File: config.mk
export PLATFORM = sky130hd
export DESIGN_NAME = aquila_dbus_router_flat
export DESIGN_NICKNAME = d
export VERILOG_FILES = /design/src/rtl/aquila_bus_pkg.sv /design/src/rtl/aquila_dbus_router_if.sv /design/src/rtl/aquila_seg_decoder.sv /design/src/rtl/aquila_dbus_router.sv /design/src/flat_wrapper.sv
export SDC_FILE = /design/constraint.sdc
export NUM_CORES = 1
export LEC_CHECK = 0
export CAP_MARGIN = 5
export CORE_AREA = 2 2 122 124
export CTS_BUF_LIST = sky130_fd_sc_hd__clkbuf_8
export DETAILED_ROUTE_END_ITERATION = 8
export DIE_AREA = 0 0 124 126
export DONT_BUFFER_PORTS = 1
export GPL_TIMING_DRIVEN = 0
export REMOVE_ABC_BUFFERS = 1
export SYNTH_ARGS = -nofsm -noshare
export SYNTH_HDL_FRONTEND = slang
export SYNTH_SLANG_ARGS = --single-unit
File: constraint.sdc
create_clock -name clk_i -period 3.3 [get_ports clk_i]
set_clock_uncertainty 0.05 [all_clocks]
set_input_delay 0.165 -clock clk_i [delete_from_list [all_inputs] [get_ports clk_i]]
set_output_delay 0.165 -clock clk_i [all_outputs]
set_load 0.01 [all_outputs]
File: src/rtl/aquila_bus_pkg.sv
// Shared data-bus constants for the Aquila routers: FSM encoding, default
// segment values and the read value returned on a bus error.
package aquila_bus_pkg;

    typedef enum logic [1:0] {
        ST_IDLE = 2'd0,
        ST_WAIT = 2'd1,
        ST_ERR  = 2'd2
    } state_e;

    localparam logic [3:0] SEG_TCM   = 4'h0;
    localparam logic [3:0] SEG_DDR   = 4'h8;
    localparam logic [3:0] SEG_DEV   = 4'hC;
    localparam logic [3:0] SEG_CLINT = 4'hF;

    localparam logic [31:0] ERR_RDATA = 32'h0;

endpackage

File: src/rtl/aquila_dbus_router_if.sv
// Core-side and slave-side data-bus signals of the router.
// The router uses the slave modport; the core plus slave environment uses master.
interface aquila_dbus_router_if #(
    parameter int ADDR_WIDTH = 32,
    parameter int DATA_WIDTH = 32,
    parameter int N_SLAVES   = 4
);
    logic                           p_req_i;
    logic                           p_rw_i;
    logic [ADDR_WIDTH-1:0]          p_addr_i;
    logic [DATA_WIDTH/8-1:0]        p_byte_enable_i;
    logic [DATA_WIDTH-1:0]          p_data_i;
    logic [DATA_WIDTH-1:0]          p_data_o;
    logic                           p_ready_o;
    logic                           p_err_o;

    logic [N_SLAVES-1:0]            s_req_o;
    logic [N_SLAVES-1:0]            s_strobe_o;
    logic [N_SLAVES-1:0]            s_rw_o;
    logic [ADDR_WIDTH-1:0]          s_addr_o;
    logic [DATA_WIDTH/8-1:0]        s_byte_enable_o;
    logic [DATA_WIDTH-1:0]          s_data_o;
    logic [N_SLAVES*DATA_WIDTH-1:0] s_data_i;
    logic [N_SLAVES-1:0]            s_ready_i;

    modport slave (
        input  p_req_i, p_rw_i, p_addr_i, p_byte_enable_i, p_data_i,
        output p_data_o, p_ready_o, p_err_o,
        output s_req_o, s_strobe_o, s_rw_o, s_addr_o, s_byte_enable_o, s_data_o,
        input  s_data_i, s_ready_i
    );

    modport master (
        output p_req_i, p_rw_i, p_addr_i, p_byte_enable_i, p_data_i,
        input  p_data_o, p_ready_o, p_err_o,
        input  s_req_o, s_strobe_o, s_rw_o, s_addr_o, s_byte_enable_o, s_data_o,
        output s_data_i, s_ready_i
    );

endinterface

File: src/rtl/aquila_seg_decoder.sv
// Combinational address-segment to slave-index decoder, shared by the data
// and instruction routers. The lowest matching slot wins.
module aquila_seg_decoder #(
    parameter int                           SEG_BITS      = 4,
    parameter int                           N_SLAVES      = 4,
    parameter logic [N_SLAVES*SEG_BITS-1:0] SEG_MAP       = '0,
    parameter int                           DEFAULT_SLAVE = 1,
    parameter int                           IDX_W         = $clog2(N_SLAVES + 1)
) (
    input  logic [SEG_BITS-1:0] seg_i,
    output logic [IDX_W-1:0]    sel_o
);

    always_comb begin
        sel_o = IDX_W'(DEFAULT_SLAVE);
        // Walk downward so the lowest matching slot is the last to write.
        for (int k = N_SLAVES - 1; k >= 0; k--) begin
            if (seg_i == SEG_MAP[k*SEG_BITS +: SEG_BITS]) sel_o = IDX_W'(k);
        end
    end

endmodule

File: src/rtl/aquila_dbus_router.sv
// Aquila data-bus router: segment decode, one-outstanding-transaction FSM and
// response routing. Define AQUILA_DBUS_TIMEOUT_EN to add the hung-slave watchdog.
module aquila_dbus_router
    import aquila_bus_pkg::*;
#(
    parameter int                           ADDR_WIDTH     = 32,
    parameter int                           DATA_WIDTH     = 32,
    parameter int                           N_SLAVES       = 4,
    parameter int                           SEG_BITS       = 4,
    parameter logic [N_SLAVES*SEG_BITS-1:0] SEG_MAP        = {SEG_CLINT, SEG_DEV, SEG_DDR, SEG_TCM},
    parameter int                           DEFAULT_SLAVE  = 1,
    parameter int                           TIMEOUT_CYCLES = 1024
) (
    input  logic                  clk_i,
    input  logic                  rst_i,
    aquila_dbus_router_if.slave   bus,
    output logic                  busy_o
);

    localparam int IDX_W = $clog2(N_SLAVES + 1);

    if (N_SLAVES < 1 || N_SLAVES > 8) begin : g_bad_nslaves
        $error("aquila_dbus_router: N_SLAVES must be 1..8");
    end
    if (TIMEOUT_CYCLES < 2) begin : g_bad_timeout
        $error("aquila_dbus_router: TIMEOUT_CYCLES must be at least 2");
    end

    state_e                  state_q, state_d;
    logic [IDX_W-1:0]        sel_r_q, sel_r_d;
    logic [IDX_W-1:0]        sel;
    logic [N_SLAVES-1:0]     s_req, s_strobe;
    logic                    p_ready, p_err;
    logic [DATA_WIDTH-1:0]   p_data;
    logic                    any_req;

`ifdef AQUILA_DBUS_TIMEOUT_EN
    localparam int CNT_W = $clog2(TIMEOUT_CYCLES);
    logic [CNT_W-1:0]        cnt_q, cnt_d;
`endif

    aquila_seg_decoder #(
        .SEG_BITS      (SEG_BITS),
        .N_SLAVES      (N_SLAVES),
        .SEG_MAP       (SEG_MAP),
        .DEFAULT_SLAVE (DEFAULT_SLAVE),
        .IDX_W         (IDX_W)
    ) u_dec (
        .seg_i (bus.p_addr_i[ADDR_WIDTH-1 -: SEG_BITS]),
        .sel_o (sel)
    );

    always_comb begin
        state_d  = state_q;
        sel_r_d  = sel_r_q;
        s_req    = '0;
        s_strobe = '0;
        p_ready  = 1'b0;
        p_err    = 1'b0;
        p_data   = '0;
`ifdef AQUILA_DBUS_TIMEOUT_EN
        cnt_d    = cnt_q;
`endif
        case (state_q)
            ST_IDLE: begin
                if (bus.p_req_i) begin
                    if (sel < IDX_W'(N_SLAVES)) begin
                        for (int k = 0; k < N_SLAVES; k++) begin
                            if (sel == IDX_W'(k)) begin
                                s_req[k]    = 1'b1;
                                s_strobe[k] = 1'b1;
                            end
                        end
                        sel_r_d = sel;
                        state_d = ST_WAIT;
`ifdef AQUILA_DBUS_TIMEOUT_EN
                        cnt_d   = '0;
`endif
                    end else begin
                        state_d = ST_ERR;
                    end
                end
            end
            ST_WAIT: begin
                for (int k = 0; k < N_SLAVES; k++) begin
                    if (sel_r_q == IDX_W'(k)) begin
                        s_req[k] = 1'b1;
                        p_data   = bus.s_data_i[k*DATA_WIDTH +: DATA_WIDTH];
                        p_ready  = bus.s_ready_i[k];
                    end
                end
                if (p_ready) begin
                    state_d = ST_IDLE;
`ifdef AQUILA_DBUS_TIMEOUT_EN
                // A ready in the terminal cycle still wins over the timeout.
                end else if (cnt_q == CNT_W'(TIMEOUT_CYCLES - 1)) begin
                    s_req   = '0;
                    p_ready = 1'b1;
                    p_err   = 1'b1;
                    p_data  = DATA_WIDTH'(ERR_RDATA);
                    state_d = ST_IDLE;
                end else begin
                    cnt_d   = cnt_q + 1'b1;
`endif
                end
            end
            ST_ERR: begin
                p_ready = 1'b1;
                p_err   = 1'b1;
                p_data  = DATA_WIDTH'(ERR_RDATA);
                state_d = ST_IDLE;
            end
            default: state_d = ST_IDLE;
        endcase
        // Keep every output quiet while reset is held, even with p_req_i high.
        if (rst_i) begin
            s_req    = '0;
            s_strobe = '0;
            p_ready  = 1'b0;
            p_err    = 1'b0;
            p_data   = '0;
        end
    end

    always_ff @(posedge clk_i or posedge rst_i) begin
        if (rst_i) begin
            state_q <= ST_IDLE;
            sel_r_q <= '0;
`ifdef AQUILA_DBUS_TIMEOUT_EN
            cnt_q   <= '0;
`endif
        end else begin
            state_q <= state_d;
            sel_r_q <= sel_r_d;
`ifdef AQUILA_DBUS_TIMEOUT_EN
            cnt_q   <= cnt_d;
`endif
        end
    end

    assign any_req             = |s_req;
    assign bus.s_req_o         = s_req;
    assign bus.s_strobe_o      = s_strobe;
    assign bus.s_rw_o          = {N_SLAVES{bus.p_rw_i}} & s_req;
    assign bus.s_addr_o        = any_req ? bus.p_addr_i : '0;
    assign bus.s_data_o        = any_req ? bus.p_data_i : '0;
    assign bus.s_byte_enable_o = any_req ? bus.p_byte_enable_i : '0;
    assign bus.p_ready_o       = p_ready;
    assign bus.p_err_o         = p_err;
    assign bus.p_data_o        = p_data;
    assign busy_o              = (state_q != ST_IDLE);

endmodule

File: src/flat_wrapper.sv
// flat-port wrapper written by rule: the top's interface ports become plain ports
module aquila_dbus_router_flat import aquila_bus_pkg::*;
#(
    parameter int                           ADDR_WIDTH     = 32,
    parameter int                           DATA_WIDTH     = 32,
    parameter int                           N_SLAVES       = 4,
    parameter int                           SEG_BITS       = 4,
    parameter logic [N_SLAVES*SEG_BITS-1:0] SEG_MAP        = {SEG_CLINT, SEG_DEV, SEG_DDR, SEG_TCM},
    parameter int                           DEFAULT_SLAVE  = 1,
    parameter int                           TIMEOUT_CYCLES = 1024
)
  (clk_i, rst_i, busy_o, bus_p_req_i, bus_p_rw_i, bus_p_addr_i, bus_p_byte_enable_i, bus_p_data_i, bus_p_data_o, bus_p_ready_o, bus_p_err_o, bus_s_req_o, bus_s_strobe_o, bus_s_rw_o, bus_s_addr_o, bus_s_byte_enable_o, bus_s_data_o, bus_s_data_i, bus_s_ready_i);
  aquila_dbus_router_if #(.ADDR_WIDTH(ADDR_WIDTH), .DATA_WIDTH(DATA_WIDTH), .N_SLAVES(N_SLAVES)) bus_i ();
  input  logic clk_i;
  input  logic rst_i;
  output logic busy_o;
  input wire logic [$bits(bus_i.p_req_i)-1:0] bus_p_req_i;
  input wire logic [$bits(bus_i.p_rw_i)-1:0] bus_p_rw_i;
  input wire logic [$bits(bus_i.p_addr_i)-1:0] bus_p_addr_i;
  input wire logic [$bits(bus_i.p_byte_enable_i)-1:0] bus_p_byte_enable_i;
  input wire logic [$bits(bus_i.p_data_i)-1:0] bus_p_data_i;
  output wire logic [$bits(bus_i.p_data_o)-1:0] bus_p_data_o;
  output wire logic [$bits(bus_i.p_ready_o)-1:0] bus_p_ready_o;
  output wire logic [$bits(bus_i.p_err_o)-1:0] bus_p_err_o;
  output wire logic [$bits(bus_i.s_req_o)-1:0] bus_s_req_o;
  output wire logic [$bits(bus_i.s_strobe_o)-1:0] bus_s_strobe_o;
  output wire logic [$bits(bus_i.s_rw_o)-1:0] bus_s_rw_o;
  output wire logic [$bits(bus_i.s_addr_o)-1:0] bus_s_addr_o;
  output wire logic [$bits(bus_i.s_byte_enable_o)-1:0] bus_s_byte_enable_o;
  output wire logic [$bits(bus_i.s_data_o)-1:0] bus_s_data_o;
  input wire logic [$bits(bus_i.s_data_i)-1:0] bus_s_data_i;
  input wire logic [$bits(bus_i.s_ready_i)-1:0] bus_s_ready_i;
  assign bus_i.p_req_i = bus_p_req_i;
  assign bus_i.p_rw_i = bus_p_rw_i;
  assign bus_i.p_addr_i = bus_p_addr_i;
  assign bus_i.p_byte_enable_i = bus_p_byte_enable_i;
  assign bus_i.p_data_i = bus_p_data_i;
  assign bus_p_data_o = bus_i.p_data_o;
  assign bus_p_ready_o = bus_i.p_ready_o;
  assign bus_p_err_o = bus_i.p_err_o;
  assign bus_s_req_o = bus_i.s_req_o;
  assign bus_s_strobe_o = bus_i.s_strobe_o;
  assign bus_s_rw_o = bus_i.s_rw_o;
  assign bus_s_addr_o = bus_i.s_addr_o;
  assign bus_s_byte_enable_o = bus_i.s_byte_enable_o;
  assign bus_s_data_o = bus_i.s_data_o;
  assign bus_i.s_data_i = bus_s_data_i;
  assign bus_i.s_ready_i = bus_s_ready_i;
  aquila_dbus_router #(.ADDR_WIDTH(ADDR_WIDTH), .DATA_WIDTH(DATA_WIDTH), .N_SLAVES(N_SLAVES), .SEG_BITS(SEG_BITS), .SEG_MAP(SEG_MAP), .DEFAULT_SLAVE(DEFAULT_SLAVE), .TIMEOUT_CYCLES(TIMEOUT_CYCLES)) u_core (.clk_i(clk_i), .rst_i(rst_i), .bus(bus_i), .busy_o(busy_o));
endmodule
==> results of run 1 <==
## metrics by stage
stage / worst slack, ps / TNS [ps] / utilization
after floorplan: 751.6 / 0 / -
after global placement: -180.8 / -5792 / 0.1337
after detailed placement: 1065 / 0 / 0.1385
after CTS: 825.2 / 0 / 0.1423
after global routing: 727.9 / 0 / 0.1425
final: 941.6 / 0 / 0.1425
## placed cells by master, fill, tap and decap left out, types with 3 or more instances in the layout
master                     netlist  final
sky130_fd_sc_hd__nand2_1         6      6
sky130_fd_sc_hd__and2_1        101    101
sky130_fd_sc_hd__nor2_1          6      5
sky130_fd_sc_hd__clkbuf_8        0      3
sky130_fd_sc_hd__mux4_2         33     33
sky130_fd_sc_hd__inv_1           4      5
## logic make-up (layout without fill, tap and decap cells)
group                     after synthesis  in the layout
xor gates and xnor gates                2              2
and+or+nand+nor                       123            123
buffers and inverters                  24             12
other                                   1              2
DFF                                     3              3
muxes                                  33             33
AOI/OAI and AO/OA                      11             11
## routing by layer
metal / track usage / vias to the layer above
li1: - / 672
met1: 0.09931 / 730
met2: 0.2492 / 188
met3: 0.04665 / 5
met4: 0.02181 / 0
met5: 0 / -
## flip-flops by register name, indices dropped and copies added (netlist names)
| register | count |
|---|---|
| u_core.state_q | 1 |
| u_core.sel_r_q | 2 |
## critical path, delay by kind of cell (launching register included)
kind | cells | cell delay [ps]
buffers and inverters | 1 | 250
AND/OR/NAND/NOR | 2 | 690
flip-flops | 1 | 490
AO/OA/AOI/OAI | 1 | 500
## power by group
| part | switching (mW) | internal, mW |
|---|---|---|
| sequential | 0.129 | 0.0530 |
| combinational | 0.446 | 0.492 |
| clock | 0.0307 | 0.0797 |
| total | 0.605 | 0.624 |
## layout make-up
| cell class | count | area, um^2 | area share |
|---|---|---|---|
| antenna | 1 | 2.502 | 0.001227 |
| clock buffer | 3 | 41.29 | 0.02025 |
| clock inverter | 1 | 3.754 | 0.001840 |
| inverter | 4 | 15.01 | 0.007362 |
| multi-input combinational | 170 | 1604 | 0.7865 |
| sequential | 3 | 77.57 | 0.03804 |
| tap | 184 | 230.2 | 0.1129 |
| timing repair buffer | 4 | 65.06 | 0.03190 |
## worst paths after layout
| check | slack [ps] | to | from | cells after the start |
|---|---|---|---|---|
| worst min register to register | 590 | u_core.state_q[0] | u_core.state_q[0] | 1 |
| max in group asynchronous | 2820 | u_core.sel_r_q[0] | rst_i | 2 |
| min in group asynchronous | 240 | u_core.sel_r_q[1] | rst_i | 2 |
| worst max-delay path | 940 | bus_s_rw_o[2] | u_core.state_q[0] | 4 |
| worst min-delay path | 100 | u_core.state_q[0] | bus_p_req_i | 2 |
| worst max register to register | 1430 | u_core.state_q[0] | u_core.sel_r_q[0] | 3 |
==> impl_metrics.env, run 1 <==
export IMPL_clk_pin_slew_worst_paths_ps=30
export IMPL_synth_adder_area_share=0
export IMPL_grt_pass1_vias=1669
export IMPL_maxSlewViolCount=0
export IMPL_clk_root_buffer_cell="sky130_fd_sc_hd__clkbuf_8"
export IMPL_layout_nets=390
export IMPL_area_growth_synth_to_final_pct=12.57
export IMPL_placement_cell_area_um2=1982
export IMPL_smallest_hold_slack_ps=103.1
export IMPL_cap_violations=0
export IMPL_firstDrtPassIters=4
export IMPL_ir_worst_vdd_v=0.0002006
export IMPL_grt_pass1_wl_um=12710
export IMPL_status="complete, no violations"
export IMPL_post_route_cell_area_um2=2039
export IMPL_detailed_place_hpwl_um=9221
export IMPL_layout_min_cycle_time_ps=2358
export IMPL_die_width_um=124
export IMPL_top_layer_used="met4"
export IMPL_die_y_um=126
export IMPL_relSlewSlack=0.4227
export IMPL_grt_remaining_overflow=0
export IMPL_netlist_instances=197
export IMPL_grt_usage=0.1179
export IMPL_clock_latency_ps=230
export IMPL_setup_worst_path_class="reg2out"
export IMPL_cts_hold_repair_buffers=1
export IMPL_wl_met2_um=5865
export IMPL_clock_sinks=3
export IMPL_achievable_frequency_mhz=424.0
export IMPL_ant_nets=0
export IMPL_grt_setup_unrepaired="false"
export IMPL_ctsHtreeMaxLevel=1
export IMPL_ys_types=32
export IMPL_gp_routability_congestion=0.7305
export IMPL_synth_cells_most_frequent="sky130_fd_sc_hd__and2_1 (101), sky130_fd_sc_hd__mux4_2 (33), sky130_fd_sc_hd__clkbuf_1 (9), sky130_fd_sc_hd__nand2_1 (6), sky130_fd_sc_hd__nor2_1 (6)"
export IMPL_most_repeated_cell_in_the_gate_level_netlist_after_synthesis="sky130_fd_sc_hd__and2_1"
export IMPL_detail_route_wirelength_met1_um=2842
export IMPL_synth_xor_xnor_area_share=0.009669
export IMPL_crit_path_start_kind="register"
export IMPL_post_synth_instance_area_um2=1812
export IMPL_initialDrtViolationCount=69
export IMPL_ys_warnings_count=0
export IMPL_worst_setup_path_end_kind="output port"
export IMPL_std_cell_rows=44
export IMPL_io_buffer_count=0
export IMPL_floorplan_initialDensity=0.1266
export IMPL_cpPeakStageDelay_ps=580
export IMPL_antenna_violations_before_repair=1
export IMPL_synth_top_area_share=0.4102
export IMPL_finalPower_mw=1.230
export IMPL_cell_leakage_power_nw=0.6750
export IMPL_number_of_gates_resized_after_cts=0
export IMPL_via_count=1595
export IMPL_drt_wl_total_um=10170
export IMPL_fp_dieArea_um2=15620
export IMPL_muxShareOfSynthArea=0.4102
export IMPL_synth_seq_cells=3
export IMPL_floorplan_core_area_um2=14310
export IMPL_avgViaCountPerCell=4.311
export IMPL_final_instance_count_excl_fill=370
export IMPL_synthTopCellsByArea="sky130_fd_sc_hd__mux4_2 (41%), sky130_fd_sc_hd__and2_1 (35%), sky130_fd_sc_hd__dfrtp_1 (4.1%)"
export IMPL_share_of_the_synthesized_area_in_compound_gates_ao_oa_aoi_oai=0.04075
export IMPL_drc=0
export IMPL_hold_viol=0
export IMPL_power_per_cell_area_nw_per_um2=602.9
export IMPL_worstHoldPathType="in2reg"
export IMPL_synth_largest_area_cell="sky130_fd_sc_hd__mux4_2"
export IMPL_cp_data_required_time_ps=3080
export IMPL_synth_edf_count=0
export IMPL_dp_cells=364
export IMPL_post_synth_arst_share=1.000
export IMPL_finalSetupViolations=0
export IMPL_synth_top_family_by_area="simple AND/OR/NAND/NOR gates"
export IMPL_crit_path_top_delay_cell="sky130_fd_sc_hd__nor2b_2"
export IMPL_ys_seq_area_frac=0.04144
export IMPL_tritoncts="done"
export IMPL_synth_area_in_simple_gates=0.4171
export IMPL_dr_wl_met3_um=1398
export IMPL_synthFlopType="sky130_fd_sc_hd__dfrtp_1"
export IMPL_cts_inserted_buffers=3
export IMPL_cts_repair_timing_setup_buffer_count=0
export IMPL_cell_by_cell_listing_of_the_critical_path="nor2b_2 > buf_8 > nand3b_1 > a21boi_0"
export IMPL_wl_per_cell_um=27.50
export IMPL_max_clock_path_buffers=2
export IMPL_num_fill_cells=1631
export IMPL_critPathMaxFanout=21
export IMPL_maximum_number_of_pins_on_one_net_before_global_route_repair=67
export IMPL_worst_endpoint_arrival_ps=2140
export IMPL_worstMarginPinSlew_ps=865.9
export IMPL_post_synth_cell_area_avg_um2=9.197
export IMPL_num_io_pins=319
export IMPL_final_min_period_over_clock_period=0.7147
export IMPL_post_route_cells_drive_above_1_share=0.2486
Note: power is estimated with default switching activity, not from simulation.
==> run 2, diff against run 1 <==
Clock period 3.3 ns to 2.17 ns, I/O delays scaled along.
==> run 2 against run 1 <==
Register-to-register slack lost 990 ps. Via count fell by 0.31%. Critical path depth fell by 1. Die area unchanged. Sequential share of layout area rose by 0.10 points. Sequential cell count stayed put. Routed wire length is 0.19% higher. Worst setup slack got worse by 810 ps. Utilization rose by 0.070 points. Clock power rose by 52%. Count of clock-buffer cells in the layout unchanged.
==> impl_metrics.env, run 2 (synthesis results as in run 1) <==
export IMPL_worst_slack_ps=131.3
export IMPL_worst_setup_path_end_kind="output port"
export IMPL_floorplan_initialDensity=0.1266
export IMPL_detailed_place_hpwl_um=9221
export IMPL_clock_latency_ps=230
export IMPL_gp_routability_congestion=0.7305
export IMPL_clockPowerShare=0.089
export IMPL_num_io_pins=319
export IMPL_floorplan_core_area_um2=14310
export IMPL_r2r_slack_ps=440
export IMPL_die_width_um=124
export IMPL_worst_endpoint_arrival_ps=1880
export IMPL_wl_per_cell_um=27.47
export IMPL_reg_largest_list="u_core.sel_r_q (2), u_core.state_q (1)"
export IMPL_cts_repair_timing_setup_buffer_count=0
export IMPL_cap_violations=0
export IMPL_crit_path_start_kind="register"
export IMPL_clock_sinks=3
export IMPL_worstHoldPathType="in2reg"
export IMPL_status="complete, no violations"
export IMPL_layout_min_cycle_time_ps=2039
export IMPL_cell_leakage_power_nw=0.6808
export IMPL_fp_dieArea_um2=15620
export IMPL_power_per_cell_area_nw_per_um2=916.4
export IMPL_maximum_number_of_pins_on_one_net_before_global_route_repair=67
export IMPL_grt_usage=0.1179
export IMPL_num_fill_cells=1631
export IMPL_worstReg2RegStart="u_core.sel_r_q[0]"
export IMPL_grt_pass1_wl_um=12700
export IMPL_initialDrtViolationCount=81
export IMPL_most_common_layout_cells="sky130_fd_sc_hd__and2_1 (101), sky130_fd_sc_hd__mux4_2 (33), sky130_fd_sc_hd__nand2_1 (6), sky130_fd_sc_hd__nor2_1 (5), sky130_fd_sc_hd__inv_1 (5)"
export IMPL_switchingPower_mw=0.9171
export IMPL_critPathMaxFanout=22
export IMPL_area_growth_synth_to_final_pct=13.12
export IMPL_grt_pass1_vias=1665
export IMPL_via_count=1590
export IMPL_relSlewSlack=0.4291
export IMPL_drt_wl_total_um=10190
export IMPL_cts_inserted_buffers=3
export IMPL_firstDrtPassIters=4
export IMPL_worst_hold_path_endpoint="u_core.state_q[0]"
export IMPL_timing_rr_end="u_core.state_q[0]"
export IMPL_worstMarginPinSlew_ps=856.4
export IMPL_ir_worst_vdd_v=0.0003143
export IMPL_post_route_cells_drive_above_1_share=0.2486
export IMPL_largest_register_ff_count=2
export IMPL_worstHoldStart="bus_p_req_i"
export IMPL_power_share_combinational=0.762
export IMPL_grt_setup_unrepaired="false"
export IMPL_pre_cts_ws_ps=-8.494
export IMPL_maxSlewViolCount=0
export IMPL_layout_nets=390
export IMPL_layout_cells_most_common="sky130_fd_sc_hd__and2_1"
export IMPL_reg2regPathDepth=3
export IMPL_clk_pin_slew_worst_paths_ps=30
export IMPL_cp_data_required_time_ps=2010
export IMPL_clk_root_buffer_cell="sky130_fd_sc_hd__clkbuf_8"
export IMPL_grt_remaining_overflow=0
export IMPL_ant_nets=0
export IMPL_regMostFlops="u_core.sel_r_q"
export IMPL_std_cell_rows=44
export IMPL_io_buffer_count=0
export IMPL_sw_frac_of_total=0.4883
export IMPL_pwr_share_seq=0.149
export IMPL_hold_viol=0
export IMPL_tritoncts="done"
export IMPL_setup_worst_path_class="reg2out"
export IMPL_die_y_um=126
export IMPL_finalSetupViolations=0
export IMPL_max_clock_path_buffers=2
export IMPL_smallest_hold_slack_ps=45.72
export IMPL_drc=0
export IMPL_p_int_mw=0.9611
export IMPL_achievable_frequency_mhz=490.5
export IMPL_ctsHtreeMaxLevel=1
export IMPL_antenna_violations_before_repair=1
export IMPL_worst_hold_path_num_cells=2
export IMPL_final_min_period_over_clock_period=0.9395
export IMPL_avgViaCountPerCell=4.286
-- run 2: cell count changes in the layout (fill, tap and decap cells not counted), sizes merged --
| cell | delta |
|---|---|
| diode | +1 |
-- run 2: layer usage --
metal / vias to the layer above / wire [um] / GRT usage
met3: 5 / 1391 / 0.04665
met1: 724 / 2852 / 0.09931
li1: 673 / - / -
met5: - / 0 / 0
met2: 188 / 5874 / 0.2492
met4: 0 / 74 / 0.02181
-- run 2: worst max path at each step --
| stage | from | to | depth (start not counted) |
|---|---|---|---|
| 3_3_place_gp | u_core.state_q[0] | bus_s_addr_o[31] | 3 |
| 2_1_floorplan | u_core.sel_r_q[0] | bus_p_ready_o | 2 |
| 3_5_place_dp | u_core.state_q[0] | bus_s_rw_o[2] | 4 |
| 5_1_grt | u_core.state_q[0] | bus_s_rw_o[2] | 4 |
| 6_report | u_core.sel_r_q[0] | bus_p_ready_o | 3 |
| 4_1_cts | u_core.sel_r_q[0] | bus_p_ready_o | 3 |
-- run 2: critical path, stage by stage (launching register included) --
cell                      delay [ps]
sky130_fd_sc_hd__dfrtp_4         630
sky130_fd_sc_hd__buf_12          250
sky130_fd_sc_hd__mux4_2          550
sky130_fd_sc_hd__and2_1          210
-- run 2: repair_timing --
action,in CTS,in global routing
hold buffers,1,0
hold endpoints to repair,3,0
resized for setup,4,0
setup endpoints to repair,8,0
-- run 2: area by class of cell --
cell class	count	area [um^2]	share of cell area
diodes	2	5.005	0.002442
clock buffers	3	41.29	0.02015
clock inverters	1	3.754	0.001831
inverters	4	15.01	0.007326
multi-input cells	170	1609	0.7851
flip-flops and latches	3	80.08	0.03907
well taps	184	230.2	0.1123
repair buffers	4	65.06	0.03175
-- run 2: power groups by stage --
stage / logic [mW] / registers (mW) / clock network (mW)
after floorplan: 1.08 / 0.295 / 0
after global placement: 1.31 / 0.374 / 0
after detailed placement: 1.46 / 0.290 / 0
after CTS: 1.47 / 0.291 / 0.169
after global routing: 1.56 / 0.309 / 0.177
final: 1.43 / 0.279 / 0.167
-- run 2: through the flow --
| step | cells | cell area [um^2] | util | setup TNS, ps | total power [mW] |
|---|---|---|---|---|---|
| finish | 371 | 2049 | 0.1432 | 0 | 1.878 |
| global route | 370 | 2047 | 0.1430 | 0 | 2.046 |
| CTS | 369 | 2044 | 0.1428 | 0 | 1.931 |
| detailed placement | 364 | 1982 | 0.1385 | -8.494 | 1.750 |
| global placement | 361 | 1914 | 0.1337 | -109060 | 1.680 |
| floorplan | 177 | 1684 | - | -21330 | 1.372 |
